$ cat src/rtl/cpu_core.sv
// Multi-cycle 32-bit load/store core sharing one synchronous-read memory port.
// Optional multiplier for opcode 12 is enabled by defining CPU_MUL_EN.
module cpu_core #(
    parameter int DATA_W = 32,
    parameter int ADDR_W = 32
) (
    input  logic              CLK_I,
    input  logic              RES_I,
    input  logic [ADDR_W-1:0] ADR_I,
    output logic [ADDR_W-1:0] ADR_O,
    input  logic [DATA_W-1:0] DAT_I,
    output logic [DATA_W-1:0] DAT_O,
    output logic              STB_O,
    output logic              WE_O,
    output logic              HALT_O
);

    typedef enum logic [2:0] {
        S_BOOT, S_FETCH, S_EXEC, S_MEM, S_LDWB, S_HALT
    } state_t;

    localparam logic [ADDR_W-1:0] ALIGN_MASK = ~ADDR_W'(3);

    state_t              state_reg;
    logic [DATA_W-1:0]   regs_reg [0:15];
    logic [ADDR_W-1:0]   pc_reg;
    logic [3:0]          ld_rd_reg;
    logic                is_st_reg;

    logic [3:0]          op, rd, rs1, rs2;
    logic [DATA_W-1:0]   imm_sext, rs1_val, rs2_val;
    logic [ADDR_W-1:0]   pc_plus4, ea_aligned;
    logic [ADDR_W-1:0]   pc_next;
    logic [DATA_W-1:0]   wb_next;
    logic                wb_en_next;

    assign op       = DAT_I[31:28];
    assign rd       = DAT_I[27:24];
    assign rs1      = DAT_I[23:20];
    assign rs2      = DAT_I[19:16];
    assign imm_sext = {{16{DAT_I[15]}}, DAT_I[15:0]};
    assign rs1_val  = regs_reg[rs1];
    assign rs2_val  = regs_reg[rs2];
    assign pc_plus4 = pc_reg + ADDR_W'(4);
    assign ea_aligned = ADDR_W'(rs1_val + imm_sext) & ALIGN_MASK;

    // Write-back value and next PC for every single-cycle EXEC instruction.
    always_comb begin
        pc_next    = pc_plus4;
        wb_next    = '0;
        wb_en_next = 1'b0;
        case (op)
            4'd1: begin wb_next = rs1_val + rs2_val;   wb_en_next = 1'b1; end
            4'd2: begin wb_next = rs1_val - rs2_val;   wb_en_next = 1'b1; end
            4'd3: begin wb_next = rs1_val & rs2_val;   wb_en_next = 1'b1; end
            4'd4: begin wb_next = rs1_val | rs2_val;   wb_en_next = 1'b1; end
            4'd5: begin wb_next = rs1_val ^ rs2_val;   wb_en_next = 1'b1; end
            4'd6: begin wb_next = rs1_val + imm_sext;  wb_en_next = 1'b1; end
            4'd7: begin wb_next = {DAT_I[15:0], 16'h0}; wb_en_next = 1'b1; end
            4'd10: begin
                if (rs1_val == rs2_val)
                    pc_next = pc_reg + ADDR_W'(imm_sext << 2);
            end
            4'd11: begin
                wb_next    = DATA_W'(pc_plus4);
                wb_en_next = 1'b1;
                pc_next    = ADDR_W'(rs1_val + imm_sext);
            end
`ifdef CPU_MUL_EN
            4'd12: begin wb_next = rs1_val * rs2_val;  wb_en_next = 1'b1; end
`else
`endif
            default: ;
        endcase
    end

    always_ff @(posedge CLK_I or negedge RES_I) begin
        if (!RES_I) begin
            state_reg <= S_BOOT;
            pc_reg    <= '0;
            ADR_O     <= '0;
            DAT_O     <= '0;
            STB_O     <= 1'b0;
            WE_O      <= 1'b0;
            HALT_O    <= 1'b0;
            ld_rd_reg <= '0;
            is_st_reg <= 1'b0;
            for (int i = 0; i < 16; i++)
                regs_reg[i] <= '0;
        end else begin
            case (state_reg)
                S_BOOT: begin
                    pc_reg    <= ADR_I & ALIGN_MASK;
                    ADR_O     <= ADR_I & ALIGN_MASK;
                    STB_O     <= 1'b1;
                    WE_O      <= 1'b0;
                    state_reg <= S_FETCH;
                end
                S_FETCH: begin
                    STB_O     <= 1'b0;
                    state_reg <= S_EXEC;
                end
                S_EXEC: begin
                    if (op == 4'd8 || op == 4'd9) begin
                        ADR_O     <= ea_aligned;
                        STB_O     <= 1'b1;
                        WE_O      <= (op == 4'd9);
                        if (op == 4'd9)
                            DAT_O <= rs2_val;
                        ld_rd_reg <= rd;
                        is_st_reg <= (op == 4'd9);
                        state_reg <= S_MEM;
                    end else if (op == 4'd15) begin
                        HALT_O    <= 1'b1;
                        state_reg <= S_HALT;
                    end else begin
                        if (wb_en_next && rd != 4'd0)
                            regs_reg[rd] <= wb_next;
                        pc_reg    <= pc_next;
                        ADR_O     <= pc_next & ALIGN_MASK;
                        STB_O     <= 1'b1;
                        state_reg <= S_FETCH;
                    end
                end
                S_MEM: begin
                    WE_O <= 1'b0;
                    if (is_st_reg) begin
                        pc_reg    <= pc_plus4;
                        ADR_O     <= pc_plus4 & ALIGN_MASK;
                        STB_O     <= 1'b1;
                        state_reg <= S_FETCH;
                    end else begin
                        // Load data arrives next cycle; bus idles meanwhile.
                        STB_O     <= 1'b0;
                        state_reg <= S_LDWB;
                    end
                end
                S_LDWB: begin
                    if (ld_rd_reg != 4'd0)
                        regs_reg[ld_rd_reg] <= DAT_I;
                    pc_reg    <= pc_plus4;
                    ADR_O     <= pc_plus4 & ALIGN_MASK;
                    STB_O     <= 1'b1;
                    state_reg <= S_FETCH;
                end
                S_HALT: begin
                    STB_O <= 1'b0;
                    WE_O  <= 1'b0;
                end
                default: state_reg <= S_BOOT;
            endcase
        end
    end

endmodule

$ cat config.mk
export PLATFORM = sky130hd
export DESIGN_NAME = cpu_core
export DESIGN_NICKNAME = d
export VERILOG_FILES = /design/src/rtl/cpu_core.sv
export SDC_FILE = /design/constraint.sdc
export NUM_CORES = 2
export LEC_CHECK = 0
export BUFFER_PORTS_ARGS = -buffer_cell sky130_fd_sc_hd__buf_4
export CAP_MARGIN = 25
export CELL_PAD_IN_SITES_DETAIL_PLACEMENT = 0
export CELL_PAD_IN_SITES_GLOBAL_PLACEMENT = 1
export CORE_MARGIN = 1
export CORE_UTILIZATION = 35
export CTS_CLUSTER_DIAMETER = 100
export DETAILED_ROUTE_END_ITERATION = 6
export GPL_TIMING_DRIVEN = 1
export PLACE_DENSITY_LB_ADDON = 0.1
export SYNTH_ARGS = -nofsm -noshare
export SYNTH_HDL_FRONTEND = slang
export SYNTH_SLANG_ARGS = --single-unit
$ cat constraint.sdc
create_clock -name CLK_I -period 5.35 [get_ports CLK_I]
set_clock_uncertainty 0.15 [all_clocks]
set_input_delay 0.8025 -clock CLK_I [delete_from_list [all_inputs] [get_ports CLK_I]]
set_output_delay 0.8025 -clock CLK_I [all_outputs]
set_load 0.005 [all_outputs]
==> impl_metrics.tcl <==
set metrics [dict create \
    vias 43600 \
    power_density_nw_per_um2 486 \
    rrSetupSlack_ns 0.24 \
    viasPerCell 6.32 \
    ys_ff_latch 617 \
    rr_worst_depth 16 \
    fin_crit_sh_pct 97.3 \
    hold_viol_final 0 \
    final_common_cell "buf_4" \
    worstSetupPathType "in -> reg" \
    yosysUniqueCellTypes 97 \
    die_area_um2 128000 \
    largest_reg_flops 512 \
    netlist_top_cells_area "dfrtp_1 35%, mux4_2 16%, o21ai_0 5.2%" \
    critPathMaxFanout 16 \
    wl_per_cell_um 32.9 \
    drc 0 \
    fmax_mhz 192 \
    track_usage_pct 35.2 \
    required_ns 5.81 \
    path_common_cell "buf_4" \
    cp.arrival_ns 5.67 \
    antenna_found_initial 7 \
    worstReg2RegStart "regs_reg[0]" \
    routabilityCongestion 0.948 \
    synth_top_area_share_pct 34.7 \
    final_cell_mix "739 x buf_4, 617 x dfrtp_1, 578 x nand2_1, 458 x o21ai_0, 362 x nor2_1" \
    syn_area_um2 44400 \
    root_buffer "clkbuf_16" \
    hpwl_mm 164 \
    crit_path_cell_trace "buf_8 > buf_4 > mux4_2 > mux4_2 > inv_1 > ha_1 > or3_1 > nor4b_2 > buf_4 > nand4_1 > buf_4 > or3_1 > buf_4 > o32a_1 > o22ai_1 > nand2_1 > o21ai_0 > a21oi_1 > o21ai_1" \
    area_delta_synth_final_pct 23.8 \
    dr.pass1.iters 5 \
    ys_warn_count 0 \
    post-route-min-period_ns 5.21 \
    drive_above_1_share_pct 26.4 \
    maxCapViolCount 0 \
    synth_top_area_cell "dfrtp_1" \
    ir_drop_v 0.000319 \
    cp_slowest_stage_delay_ns 0.62 \
    initial_utilization_pct 35.3 \
    cp-end-kind "register" \
    dieHeight_um 358 \
    synth_seq_area_share_pct 34.7 \
    synth_edf_count 0 \
    ys.flop_type "dfrtp_1" \
    routed_wl_mm 227 \
    netlist_instances 4711 \
    worst_pin_slew_ns 1.22 \
    drv_slew 0 \
    worst-path-buf-inv 6 \
    hold_class "in -> async" \
    async_flop_share_pct 100 \
    grt_overflow_total 0 \
    timing.slew.headroom_pct 18.6 \
    pin_count 133 \
    grt_max_degree 120 \
    grt_pass1_wl_mm 321 \
    finalNetCount 5416 \
    finalSetupViolations 0 \
    grt_pass1_vias 43100 \
    hold_slack_ns 0.000981 \
    syn_area_per_cell_um2 9.43 \
    rsz0062_at_grt "false" \
    clock_latency_ns 0.71 \
    cts_buffer_depth 3 \
    slowest_stage "mux4_2" \
    portBuffers 128 \
    finalCoreUtilization_pct 43.8 \
    rows 130 \
    r2r-end "regs_reg[94]" \
    die_w_um 358 \
    numCtsBuffers 80 \
    drt_iter0_markers 5354 \
    clk_pin_slew_ns 0.06 \
    startpoint_type "primary input" \
    ant_nets 0 \
    htreeDepth 3 \
    path_delay_family "simple AND/OR/NAND/NOR gates" \
    p_leak_nw 22.7 \
    outcome "finished, final reports clean" \
    core-area_um2 126000 \
    cts_tree "built" \
    cts_sinks 617 \
    cts_hold_buf 0 \
]
-- metrics by stage --
stage | power, mW | setup slack, ns | instance area, um2 | setup TNS [ns] | instances
3_5_place_dp | 20.8 | -0.697 | 52300 | -144.81 | 6754
3_3_place_gp | 20.7 | -0.773 | 52200 | -130.87 | 6748
4_1_cts | 26.5 | 0.0418 | 54900 | 0 | 6897
2_1_floorplan | 14.3 | 0.00620 | 44600 | 0 | 4712
5_1_grt | 28.0 | 0.00354 | 55000 | 0 | 6900
6_report | 26.7 | 0.142 | 55000 | 0 | 6906
-- final cells by class --
type,count,area (um2)
Timing Repair Buffer,820,7100
Fill cell,12400,70700
Inverter,129,484
Sequential cell,617,15400
Clock buffer,116,2320
Antenna cell,6,15.0
Multi-Input combinational cell,3541,27200
Clock inverter,27,350
Tap cell,1650,2060
-- worst max path at each step --
stage                         end      start  depth (start not counted)
global placement        ADR_O[19]  DAT_I[16]                         19
detailed placement      ADR_O[19]  DAT_I[16]                         19
global route        regs_reg[407]  DAT_I[16]                         19
CTS                     ADR_O[19]  DAT_I[16]                         19
floorplan           regs_reg[124]  DAT_I[20]                         17
finish                   ADR_O[8]  DAT_I[16]                         19
-- logic make-up (layout without fill, tap and decap cells) --
| kind of cell | Yosys count | after routing | synth area share (%) |
|---|---|---|---|
| adder cells (fa/ha/maj) | 161 | 161 | 4.60 |
| multiplexers | 335 | 335 | 16.5 |
| AO/OA/AOI/OAI | 1695 | 1695 | 25.1 |
| AND/OR/NAND/NOR | 1245 | 1245 | 12.0 |
| flip-flops | 617 | 617 | 34.7 |
| other | 1 | 8 | 0.00844 |
| buffers and inverters | 554 | 1092 | 4.94 |
| XOR/XNOR | 103 | 103 | 2.05 |
-- power by group --
| part | leakage, nW | switching, mW | internal, mW | total [mW] |
|---|---|---|---|---|
| Sequential | 8.37 | 1.07 | 5.77 | 6.85 |
| Combinational | 13.0 | 8.14 | 6.07 | 14.2 |
| Clock | 1.32 | 2.37 | 3.31 | 5.68 |
-- synth_stat cells, types with 13 or more instances --
cell / number
xnor2_1: 62
and2_1: 13
a21o_1: 66
o21a_1: 31
buf_1: 34
o221ai_1: 37
nand2_1: 581
nand4_1: 27
mux2i_1: 13
o21ai_0: 459
o22ai_1: 13
clkbuf_1: 335
or3_1: 16
dfrtp_1: 617
a22o_1: 21
a211oi_1: 25
a22oi_1: 206
buf_2: 44
a221oi_1: 49
nor2b_1: 31
o22a_1: 93
o21bai_1: 24
mux4_2: 319
xor2_1: 40
nor3_1: 60
nand3_1: 50
nand2b_1: 31
a21oi_1: 313
a31oi_1: 32
inv_1: 125
nor2_1: 373
ha_1: 157
o21ai_1: 108
o211ai_1: 55
a221o_1: 60
-- worst reg2reg max path: stages (launching register included) --
cell and delay [ns]:
dfrtp_1 0.41, mux4_2 0.48, mux4_2 0.66, ha_1 0.33
fa_1 0.44, a211oi_2 0.26, o211ai_1 0.24, a21oi_1 0.41
o31ai_4 0.18, a211oi_1 0.25, buf_4 0.17, o31ai_1 0.07
nor4b_1 0.15, nor3_1 0.19, o221a_2 0.31, buf_12 0.17
o21ai_0 0.11
-- per-layer routing --
layer | routed length, um | track usage [%]
met1 | 90200 | 45.1
met2 | 107000 | 57.5
met3 | 18100 | 5.98
met4 | 12200 | 17.5
met5 | 13 | 0
-- what timing repair did --
action	CTS	global route
resized for setup	0	9
setup endpoints to repair	0	65
buffers inserted	0	2
(Power assumes the default switching activity.)
